## src/rtl/router_pkg.sv

```systemverilog
// Shared types for the routing crossbar: packet format, index widths and the
// default node-to-output-port route table.
package router_pkg;

  localparam int NODE_W            = 4;
  localparam int PORT_W            = 3;
  localparam int DATA_W            = 16;
  localparam int STAT_W            = 16;
  localparam int DEFAULT_NUM_NODES = 6;

  typedef logic [NODE_W-1:0] node_idx_t;
  typedef logic [PORT_W-1:0] port_idx_t;

  typedef struct packed {
    node_idx_t         dest;
    logic [DATA_W-1:0] data;
  } pkt_t;

  typedef logic [DEFAULT_NUM_NODES-1:0][PORT_W-1:0] route_table_t;

  // Element 0 is the rightmost entry: node0->0, node1->2, node2->3, rest->1.
  localparam route_table_t DEFAULT_ROUTE_TABLE = {
    port_idx_t'(1), port_idx_t'(1), port_idx_t'(1),
    port_idx_t'(3), port_idx_t'(2), port_idx_t'(0)
  };

endpackage

```

## src/rtl/rr_arbiter.sv

```systemverilog
// Round-robin arbiter: grants the first request at or after its own pointer and
// moves the pointer just past the winner; grants nothing and holds when disabled.
module rr_arbiter #(
  parameter int N = 4
) (
  input  logic         clock,
  input  logic         reset_n,
  input  logic [N-1:0] req,
  input  logic         enable,
  output logic [N-1:0] grant
);

  localparam int PTR_W = (N > 1) ? $clog2(N) : 1;

  logic [PTR_W-1:0] ptr;
  logic [PTR_W-1:0] ptr_next;
  logic [PTR_W-1:0] win;
  logic [N-1:0]     rotated;
  logic             found;

  // NOTE: every signal driven here gets a default first, so no latch is inferred.
  always_comb begin
    grant   = '0;
    win     = '0;
    found   = 1'b0;
    rotated = enable ? N'({req, req} >> ptr) : '0;
    // Scan downwards so the lowest rotated position (closest to ptr) wins.
    for (int j = N - 1; j >= 0; j--) begin
      if (rotated[j]) begin
        found = 1'b1;
        win   = PTR_W'((int'(ptr) + j) % N);
      end
    end
    for (int i = 0; i < N; i++) begin
      grant[i] = found && (win == PTR_W'(i));
    end
    ptr_next = ptr;
    if (found) begin
      ptr_next = (win == PTR_W'(N - 1)) ? '0 : win + 1'b1;
    end
  end

  // NOTE: sequential state is updated with non-blocking assignments only.
  always_ff @(posedge clock or negedge reset_n) begin
    if (!reset_n) begin
      ptr <= '0;
    end else begin
      ptr <= ptr_next;
    end
  end

endmodule

```

## src/rtl/routing_xbar_rr.sv

```systemverilog
// NUM_PORTS x NUM_PORTS packet crossbar with per-output round-robin arbitration
// and one-entry output registers. Define ROUTING_STATS_EN for forward counters.
module routing_xbar_rr
  import router_pkg::*;
#(
  parameter int                               NUM_PORTS    = 4,
  parameter int                               NUM_NODES    = 6,
  parameter logic [NUM_NODES-1:0][PORT_W-1:0] ROUTE_TABLE  = DEFAULT_ROUTE_TABLE,
  parameter int                               DEFAULT_PORT = 1
) (
  input  logic                              clock,
  input  logic                              reset_n,
  input  logic [NUM_PORTS-1:0]              pkt_in_avail,
  input  pkt_t [NUM_PORTS-1:0]              pkt_in,
  output logic [NUM_PORTS-1:0]              read_from_ib,
  input  logic [NUM_PORTS-1:0]              ob_ready_to_recv,
  output pkt_t [NUM_PORTS-1:0]              pkt_out,
  output logic [NUM_PORTS-1:0]              pkt_out_avail,
  output logic [NUM_PORTS-1:0][STAT_W-1:0]  stat_fwd_count
);

  port_idx_t [NUM_PORTS-1:0]                route;
  logic      [NUM_PORTS-1:0][NUM_PORTS-1:0] req;    // [output][input]
  logic      [NUM_PORTS-1:0][NUM_PORTS-1:0] grant;  // [output][input]
  logic      [NUM_PORTS-1:0]                can_load;
  logic      [NUM_PORTS-1:0]                xfer;
  logic      [NUM_PORTS-1:0]                load;
  pkt_t      [NUM_PORTS-1:0]                load_pkt;

  // Destinations outside the table fall through to DEFAULT_PORT.
  always_comb begin
    for (int i = 0; i < NUM_PORTS; i++) begin
      route[i] = port_idx_t'(DEFAULT_PORT);
      for (int n = 0; n < NUM_NODES; n++) begin
        if (int'(pkt_in[i].dest) == n) route[i] = ROUTE_TABLE[n];
      end
    end
  end

  always_comb begin
    for (int o = 0; o < NUM_PORTS; o++) begin
      xfer[o]     = pkt_out_avail[o] && ob_ready_to_recv[o];
      can_load[o] = reset_n && (!pkt_out_avail[o] || ob_ready_to_recv[o]);
      for (int i = 0; i < NUM_PORTS; i++) begin
        req[o][i] = pkt_in_avail[i] && (int'(route[i]) == o);
      end
    end
  end

  for (genvar o = 0; o < NUM_PORTS; o++) begin : g_out
    rr_arbiter #(
      .N (NUM_PORTS)
    ) u_arb (
      .clock   (clock),
      .reset_n (reset_n),
      .req     (req[o]),
      .enable  (can_load[o]),
      .grant   (grant[o])
    );
  end

  // Each input routes to one output, so the OR of per-output grants is one-hot per input.
  always_comb begin
    read_from_ib = '0;
    for (int o = 0; o < NUM_PORTS; o++) begin
      load[o]     = |grant[o];
      load_pkt[o] = '0;
      for (int i = 0; i < NUM_PORTS; i++) begin
        if (grant[o][i]) load_pkt[o] = pkt_in[i];
      end
      read_from_ib = read_from_ib | grant[o];
    end
  end

  // NOTE: the packet register is reset along with its valid bit so pkt_out reads 0 after reset.
  always_ff @(posedge clock or negedge reset_n) begin
    if (!reset_n) begin
      pkt_out       <= '0;
      pkt_out_avail <= '0;
    end else begin
      for (int o = 0; o < NUM_PORTS; o++) begin
        if (load[o]) begin
          pkt_out[o]       <= load_pkt[o];
          pkt_out_avail[o] <= 1'b1;
        end else if (xfer[o]) begin
          pkt_out_avail[o] <= 1'b0;
        end
      end
    end
  end

`ifdef ROUTING_STATS_EN
  always_ff @(posedge clock or negedge reset_n) begin
    if (!reset_n) begin
      stat_fwd_count <= '0;
    end else begin
      for (int o = 0; o < NUM_PORTS; o++) begin
        if (xfer[o] && (stat_fwd_count[o] != {STAT_W{1'b1}})) begin
          stat_fwd_count[o] <= stat_fwd_count[o] + 1'b1;
        end
      end
    end
  end
`else
  assign stat_fwd_count = '0;
`endif

endmodule

```

## config.mk

```make
export PLATFORM = sky130hd
export DESIGN_NAME = routing_xbar_rr
export DESIGN_NICKNAME = d
export VERILOG_FILES = /design/src/rtl/router_pkg.sv /design/src/rtl/rr_arbiter.sv /design/src/rtl/routing_xbar_rr.sv
export SDC_FILE = /design/constraint.sdc
export NUM_CORES = 1
export LEC_CHECK = 0
export BUFFER_PORTS_ARGS = -buffer_cell sky130_fd_sc_hd__buf_2
export CORE_ASPECT_RATIO = 2
export CORE_MARGIN = 1.5
export CORE_UTILIZATION = 40
export DETAILED_ROUTE_END_ITERATION = 10
export PLACE_DENSITY = 0.74
export SLEW_MARGIN = 30
export SYNTH_ARGS = -nofsm -noshare
export SYNTH_HDL_FRONTEND = slang
export SYNTH_HIERARCHICAL = 1
export SYNTH_SLANG_ARGS = --single-unit
```

## constraint.sdc

```tcl
create_clock -name clock -period 3.9 [get_ports clock]
set_input_delay 0.39 -clock clock [delete_from_list [all_inputs] [get_ports clock]]
set_output_delay 0.39 -clock clock [all_outputs]
set_load 0.05 [all_outputs]
```

* Word level (Yosys, flattened, before mapping)
Cells that the tools add are included.
** Storage, ports and cells
- Register bits after elaboration :: 92
- Output and inout port bits :: 152
- Logic and storage cells :: 239
** Operators by class
- Add/subtract/negate cells :: 16
- Eq/ne operators :: 44
- Shift-type cells :: 4
- Mux-type cells :: 88
- Bitwise logic cells :: 3
- Reduce and logical (&&, ||, !) cells :: 68
** Operators by type and width (count)
- $mux 20 :: 16
- $mux 3 :: 18
- $mux 2 :: 22
- $logic_and 1x1->1 :: 40
- $eq 4x3->1 const B :: 8
- $eq 4x4->1 const B :: 8
- $shr 8x2->4 :: 4
- $mux 1 :: 28
- $eq 3x3->1 const B :: 8
- $add 2x1->2 const B :: 8
- $add 2x2->2 const B :: 8
- $eq 2x2->1 const B :: 8
- $eq 4x2->1 const B :: 4
- $logic_not 4->1 :: 4
- $mux 4 :: 4
- $reduce_or 4->1 :: 4
- $eq 3x2->1 const B :: 4
- $logic_not 3->1 :: 4
- $or 4x4->4 :: 3
- $eq 2x1->1 const B :: 4
- $logic_not 2->1 :: 4
- $reduce_bool 2->1 :: 4
- $logic_not 1->1 :: 4
- $logic_or 1x1->1 :: 4

* Longest topological paths before layout
Gate-level depths: netlist (run 1).
- Word-level depth :: 21
- Depth in mapped cells :: 16
- Mapped depth without buffers :: 12

* Cells and area by module
Netlist (run 1), hierarchy kept.
** By module, submodules not included
- routing_xbar_rr :: instances 1, cells an instance 668, area an instance 5893.2 um2, seq. area each 2102.0 um2
- rr_arbiter :: instances 4, cells an instance 50, area an instance 401.6 um2, seq. area each 50.0 um2

* Least setup slack after synthesis (run 1)
Ideal clock, no wire load.
- Kind :: input -> output
- From :: in pkt_in[76] in the netlist's numbering
- To :: out read_from_ib[2]
- Arrival time :: 3.593 ns
- Required time :: 3.510 ns
- Path slack :: -0.083 ns
- Stages on the path :: 11
- Cells stage by stage :: clkbuf_1 > nor4b_1 > nand2_1 > mux4_2 > o31a_1 > o21a_1 > ha_1 > and2_1 > clkbuf_1 > clkbuf_1 > or4_1
** RTL lines
- from (decl) :: line routing_xbar_rr.sv:14 : input pkt_t [NUM_PORTS-1:0] pkt_in,
- to (decl) :: line routing_xbar_rr.sv:15 : output logic [NUM_PORTS-1:0] read_from_ib,

==> results.md, run 1 <==
- Buffers on Ports: 177
- DR vias/cell: 6.350
- Synth Warn #: 6
- Slew Viols, Final: 0
- Initial Util: 0.4097
- Syn-to-layout area delta: 18.79%
- Worst reg2reg path startpoint: pkt_out_avail[0]
- Fill cells: 1792
- Power density over cell area: 575.1 mW/mm^2
- Layout cells sized above 1: 0.2738
- Die Y-Extent: 196.6 um
- Area of the multi-input gates: 0.004512 mm^2
- # IOs: 242
- Critical path origin: pkt_in[39]
- Sink Count: 92
- WHS: 0.08710 ns
- Synth Flop Type: dfrtp_1
- Final hold violation count: 0
- Critical Path Fanout Max: 9
- MaxCap Viol Count: 0
- Nets: 1142
- Post-synth EDFFs: 0
- Number of global-route vias before repair: 7416
- Post-synthesis sequential area ratio: 0.3070
- Via count: 7995
- TritonCTS Buffers: 9
- 1st-iter DRT viols: 653
- Fmax: 264.8 MHz
- TritonCTS clock tree: built
- Worst Setup Slack, final: 0.1243 ns
- Shortest period the worst path allows: 3.776 ns
- Crit. End Element: output port
- Commonest non-fill, non-tap cell in the layout: buf_2
- Status: finished clean
- Min-delay worst type: in -> async
- Core footprint: 0.01831 mm^2
- Routed Antenna Nets: 0
- CTS H-tree depth: 3
- Clk_skew: 0.008424 ns
- Leakage: 4.051 nW
- Drt wl/cell: 22.32 um
- Post-route DRC: 0
- Post-CTS Resized: 0
- Non-filler cells, final: 1259
- Deepest clock path buffer count: 2
- RSZ-0062 raised after global routing: no
- FF/Latch Area: 0.002302 mm^2
- Place WS: 0.08785 ns
- Final wirelength: 28.10 mm
- Clock transition at path regs: 0.07 ns
- Pre-antenna DRT Iters: 5
- Asr flop ratio synth: 1.000
- Root buf cell: clkbuf_16
- Startpoint Class: primary input
- Distinct cell type count after synthesis: 45
- First-pass GRT wire length: 42.28 mm
- Commonest non-fill, non-tap cells in the layout: buf_2, dfrtp_1, buf_4
- Register bit total from synthesis: 92
- Worst IR drop on VDD: 279.8 uV
- Mean Syn Cell Area: 8.640 um^2
- Finished Core Util: 0.4867
- Critical Path AT: 3.39 ns
- Worst-Margin Slew: 0.6425 ns
- Setup_tns: 0 ns
- Die area: 0.01963 mm^2
- Antenna violations before repair: 1
- Syn Inst Count: 868
- Max_slew headroom: 0.5708
- CTS Hold Bufs: 1
- Total gr overflow: 0
- Post-synthesis cell area: 0.007500 mm^2
- GP Congestion: 0.9442
- WP data required: 3.51 ns
- Placed cells: 1240
- Setup violators final: 0
- Post-CTS setup buffer count: 0
- Total track usage: 0.2816
- Fin crit share: 0.9681
- HPWL Detailed: 20.55 mm
- Rows: 70
- DIE WIDTH: 99.82 um
- Largest net degree at the start of global routing: 43
- Worst-Skew Late Latency: 0.36 ns
- Crit Path Class: in -> out
==> sequential cells by signal (all words and copies together) (netlist names) <==
register / cells
g_out.u_arb/ptr: 8
pkt_out: 80
pkt_out_avail: 4
==> critical path: stages <==
cell and delay, ns:
buf_2 0.13, nor2_1 0.18, nand2_1 0.12, nor3b_1 0.31, buf_4 0.23, a21boi_0 0.09, mux4_2 0.46, o31a_1 0.13
o21a_1 0.21, ha_1 0.18, and2_2 0.19, or4_1 0.52, buf_2 0.24
==> kinds of logic after synthesis <==
logic type               Yosys count  share of synthesized area
AO/OA/AOI/OAI                    334                     0.3325
AND/OR/NAND/NOR                  237                     0.1817
buffers and inverters            178                     0.1308
flip-flops                        92                     0.3070
adder cells (fa/ha/maj)           16                    0.02669
multiplexers                      10                    0.02085
other                              1                  0.0005000
==> stage by stage <==
step | total power [mW] | area [um^2]
6_report | 5.123 | 8909
5_1_grt | 5.329 | 8906
4_1_cts | 5.124 | 8899
3_5_place_dp | 4.239 | 8605
3_3_place_gp | 4.211 | 8605
2_1_floorplan | 3.564 | 7761
==> Yosys cell counts (all sizes together) (5+ instances only) <==
library cell / instances / share of area
dfrtp: 92 / 0.31
buf: 83 / 0.083
clkbuf: 70 / 0.035
nand2: 59 / 0.030
a221oi: 58 / 0.068
o21ai: 53 / 0.035
a21oi: 49 / 0.033
nand3b: 46 / 0.046
a221o: 42 / 0.056
nor2b: 33 / 0.028
a211oi: 30 / 0.030
inv: 25 / 0.013
and2: 24 / 0.020
nor2: 22 / 0.011
o22a: 20 / 0.023
a22oi: 18 / 0.018
a21o: 17 / 0.017
ha: 16 / 0.027
nand2b: 15 / 0.013
nor3b: 14 / 0.014
a21boi: 9 / 0.0090
nor4: 8 / 0.0067
o211ai: 8 / 0.0080
nor3: 6 / 0.0040
mux2: 5 / 0.0075
o31ai: 5 / 0.0050
==> power breakdown <==
group	leakage (nW)	switching, mW	total [mW]	internal (mW)
clock network	0.144	0.430	0.886	0.457
registers	1.13	0.306	1.60	1.29
logic	2.78	1.91	2.64	0.728
==> worst paths after layout <==
path / endpoint / slack [ns] / cells past startpoint
max reg2reg: pkt_out[19] / 0.51 / 12
min: pkt_out[56] / 0.09 / 2
max in group asynchronous: g_out[2].u_arb/ptr[1] / 2.91 / 2
min in group clock: pkt_out_avail[2] / 0.32 / 3
min reg2reg: pkt_out[61] / 0.50 / 1
max: read_from_ib[3] / 0.12 / 13
==> final cells by class <==
class                   instances  share of cell area
flip-flops and latches         92              0.2584
diodes                          2           0.0005618
repair buffers                247              0.1618
clock inverters                 6            0.005056
multi-input cells             661              0.5065
inverters                      25             0.01053
clock buffers                  10             0.02683
well taps                     216             0.03034
==> per-layer routing <==
metal  global-route usage  up-vias  share of wire  wire [um]
li1                     -     3502              -          -
met1               0.3279     3834           0.36      10120
met2               0.4825      548           0.50      14060
met3              0.03191      111          0.074       2083
met4               0.1810        0          0.065       1837
met5                    0        -              0          0
Note: power is estimated with default switching activity, not from simulation.
==> inputs of run 2 (changes only) <==
--- a/config.mk
+++ b/config.mk
@@ -14,5 +14,4 @@
 export SLEW_MARGIN = 30
 export SYNTH_ARGS = -nofsm -noshare
 export SYNTH_HDL_FRONTEND = slang
-export SYNTH_HIERARCHICAL = 1
 export SYNTH_SLANG_ARGS = --single-unit
==> run 2 against run 1 <==
Against the previous run: synthesized area rose by 3.1%; worst setup slack improved by 0.085 ns; non-clock buffer count shrank 24; global-route usage is 3.0 points higher; utilization decreased by 0.81 points; register-to-register slack better by 0.35 ns; total power increased by 10%; sequential share of layout area is 0.30 points lower; sequential power decreased by 3%; clock skew shrank 0.00051 ns.
==> results.md, run 2 <==
- Status: finished clean
- Place WS: 0.2307 ns (+0.1428 ns)
- XOR/XNOR share of the synthesized area: 0.001133 (+0.001133)
- Rows: 71 (+1.4%)
- Antenna violations before repair: 2 (+1)
- Worst path depth: 10 (-3)
- WL met3: 1.839 mm (-12%)
- DIE WIDTH: 101.3 um (+1.5%)
- Deepest clock path buffer count: 2 (unchanged)
- Post-route DRC: 0 (unchanged)
- Detailed-route wire length on metal 1: 10.29 mm (+1.7%)
- Bufs and invs on worst path: 2 (-1)
- Max reg flops: 80 (unchanged)
- Synth area leaders: dfrtp_1, a21oi_1, nand2_1
- Hold Path Cell Cnt: 3
- Routed wl met2: 16.84 mm (+20%)
- R2R setup slack: 0.86 ns (+0.35 ns)
- Initial Util: 0.4104 (+0.0007377)
- GP Congestion: 1.013 (+7.3%)
- Cell breakdown of the critical path: buf_2, or4b_4, a211o_1, mux4_2, mux2i_1, and2_1, ha_1, a222oi_1, o21ai_0, buf_2
- Commonest non-fill, non-tap cells in the layout: buf_2, nand2_1, a21oi_1
- Total gr overflow: 0 (unchanged)
- CTS H-tree depth: 3 (unchanged)
- Hold path startpoint: ob_ready_to_recv[3]
- Routed Antenna Nets: 0 (unchanged)
- Asr flop ratio synth: 1.000 (unchanged)
- Leakage: 3.773 nW (-6.9%)
- Worst reg2reg path startpoint: pkt_out_avail[0]
- Area share of fa/ha/maj cells after synthesis: 0.02590 (-0.0007950)
- Pre-antenna DRT Iters: 5 (unchanged)
- 1st-iter DRT viols: 610 (-6.6%)
- Worst IR drop on VDD: 281.5 uV (+0.59%)
- Overall power: 5.660 mW (+10%)
- WP data required: 3.51 ns (about the same)
- Via count: 8356 (+4.5%)
- Worst-Margin Slew: 0.8691 ns (+0.2266 ns)
- Synth area leader: dfrtp_1
- Post-Synth Simple-Gate Area: 0.2130 (+0.03133)
- Nets: 1252 (+9.6%)
- First-pass GRT wire length: 45.96 mm (+8.7%)
- Root buf cell: clkbuf_16
- # IOs: 242 (unchanged)
- Power density over cell area: 627.9 mW/mm^2 (+9.2%)
- Startpoint Class: primary input
- Clock transition at path regs: 0.06 ns (about the same)
- Commonest non-fill, non-tap cell in the layout: buf_2
- Core footprint: 0.01883 mm^2 (+2.9%)
- RSZ-0062 raised after global routing: no
- Setup violators final: 0 (unchanged)
- MaxCap Viol Count: 0 (unchanged)
- Clk_skew: 0.007915 ns (-0.0005091 ns)
- Critical Path AT: 3.30 ns (-0.09 ns)
- Max_slew headroom: 0.4206 (-0.1502)
- Post-synthesis cell area: 0.007730 mm^2 (+3.1%)
- Final hold violation count: 0 (unchanged)
- Post-synthesis sequential area ratio: 0.2978 (-0.009143)
- TritonCTS clock tree: built
- Critical Path Most Common Cell: buf_2
- Layout cells sized above 1: 0.2165 (-0.05725)
- Crit Path Class: in -> out
- Top routing layer used: met5
- Die area: 0.02022 mm^2 (+3.0%)
- Shortest period the worst path allows: 3.691 ns (-0.08481 ns)
- Max incr delay on CP: 0.59 ns (+0.07 ns)
- Synth Warn #: 0 (-6)
- Post-synth top cells: nand2_1, a21oi_1, dfrtp_1, clkbuf_1
- Die Y-Extent: 199.6 um (+1.5%)
- Reg2reg end: pkt_out[13]
- Largest regs: pkt_out: 80 flops, g_out.u_arb.ptr: 8 flops, pkt_out_avail: 4 flops
- HPWL Detailed: 24.34 mm (+18%)
- Hold Path End: pkt_out_avail[3]
- Area share of the largest cell type after synthesis: 0.2978 (-0.009143)
- Syn Inst Count: 1011 (+16%)
- Post-synthesis mux area share: 0.009712 (-0.01114)
- Sink Count: 92 (unchanged)
- Min-delay worst type: in -> reg
- Worst Setup Slack, final: 0.2091 ns (+0.08481 ns)
- Largest net degree at the start of global routing: 64 (+49%)
- Post-CTS Resized: 0 (unchanged)
- Distinct cell type count after synthesis: 66 (+47%)
- Design Area, Final: 0.009014 mm^2 (+1.2%)
- Finished Core Util: 0.4786 (-0.008064)
- Crit-path slowest cell: or4b_4
- Number of global-route vias before repair: 7696 (+3.8%)
- DR vias/cell: 5.943 (-6.4%)
- Critical Path Fanout Max: 8 (-1)
- Drt wl/cell: 22.59 um (+1.2%)
- Total track usage: 0.3116 (+0.02997)
- Slew Viols, Final: 0 (unchanged)
- R2R cell count: 12 (unchanged)
- Post-synth EDFFs: 0 (unchanged)
- Fin crit share: 0.9464 (-0.02175)
- Biggest register: pkt_out
- Count leader, synth: nand2_1
- Compound-gate portion of the synthesized area: 0.3268 (-0.005694)
- Largest family of logic cells by synthesized area: compound AO/OA/AOI/OAI gates
- Crit path max-delay family: compound AO/OA/AOI/OAI gates
- Setup_tns: 0 ns (unchanged)
- Syn-to-layout area delta: 16.61%
- Post-Place Cell Area: 0.008710 mm^2 (+1.2%)
- Buffers on Ports: 177 (unchanged)
- TritonCTS Buffers: 9 (unchanged)
- Worst-Skew Late Latency: 0.35 ns (about the same)
- Fmax: 270.9 MHz (+2.3%)
- Final wirelength: 31.76 mm (+13%)
- Register bit total from synthesis: 92 (unchanged)
- Crit. End Element: output port
- Mean Syn Cell Area: 7.646 um^2 (-12%)
- Synth Flop Type: dfrtp_1
-- run 2: cell types whose count changed in the layout (fill, tap and decap cells not counted), moves of 34 or more --
cell	delta
nand2_1	+109
a21oi_1	+93
a221o_1	-42
o21a_1	+55
o211ai_1	+56
a221oi_1	-34
-- run 2: worst max path at each step --
stage	from	to	slack, ns
finish	pkt_in[78]	read_from_ib[1]	0.21
global route	pkt_in[78]	read_from_ib[1]	0.11
CTS	pkt_in[78]	read_from_ib[1]	0.24
detailed placement	pkt_in[78]	read_from_ib[1]	0.23
global placement	pkt_in[57]	pkt_out[13]	0.27
floorplan	pkt_in[38]	read_from_ib[2]	0.07
-- run 2: cell families after synthesis --
| group | after synthesis |
|---|---|
| buf+inv | 177 |
| flops | 92 |
| xor+xnor | 1 |
| compound gates | 385 |
| simple gates | 333 |
| fa+ha+maj | 16 |
| mux | 6 |
| other cells | 1 |
-- run 2: metrics by stage --
step,hold WS (ns),cells
2_1_floorplan,0.09441,1074
3_3_place_gp,0.2579,1389
3_5_place_dp,0.2615,1389
4_1_cts,0.3491,1405
5_1_grt,0.3737,1405
6_report,0.3420,1406
-- run 2: power breakdown --
part | leakage, nW | switching (mW) | internal [mW] | total, mW
sequential | 1.08 | 0.273 | 1.29 | 1.56
clock | 0.135 | 0.415 | 0.498 | 0.913
combinational | 2.55 | 2.31 | 0.882 | 3.19
total | 3.77 | 2.99 | 2.67 | 5.66
-- run 2: what timing repair did --
action / in CTS / in global routing
endpoints found under the hold margin: 6 / 0
hold buffers: 1 / 0
setup buffers: 0 / 0
endpoints found under the setup margin: 0 / 0
-- run 2: worst min-delay path, stage by stage --
cell and delay [ns]:
buf_2 0.07, or2b_2 0.14, nand2_1 0.05
-- run 2: per-layer routing --
metal / vias to the layer above / track usage
met2: 429 / 0.5744
met1: 4009 / 0.3068
met3: 107 / 0.03358
met4: 2 / 0.2479
li1: 3809 / -
met5: - / 0
-- run 2: cell type report --
type	instances	area (um^2)
tap	255	319.1
clock buffer	10	229.0
clock inverter	5	62.56
inverter	15	56.30
antenna	1	2.502
timing repair buffer	223	1299
sequential	92	2302
fill	1988	9819
multi-input combinational	805	4743
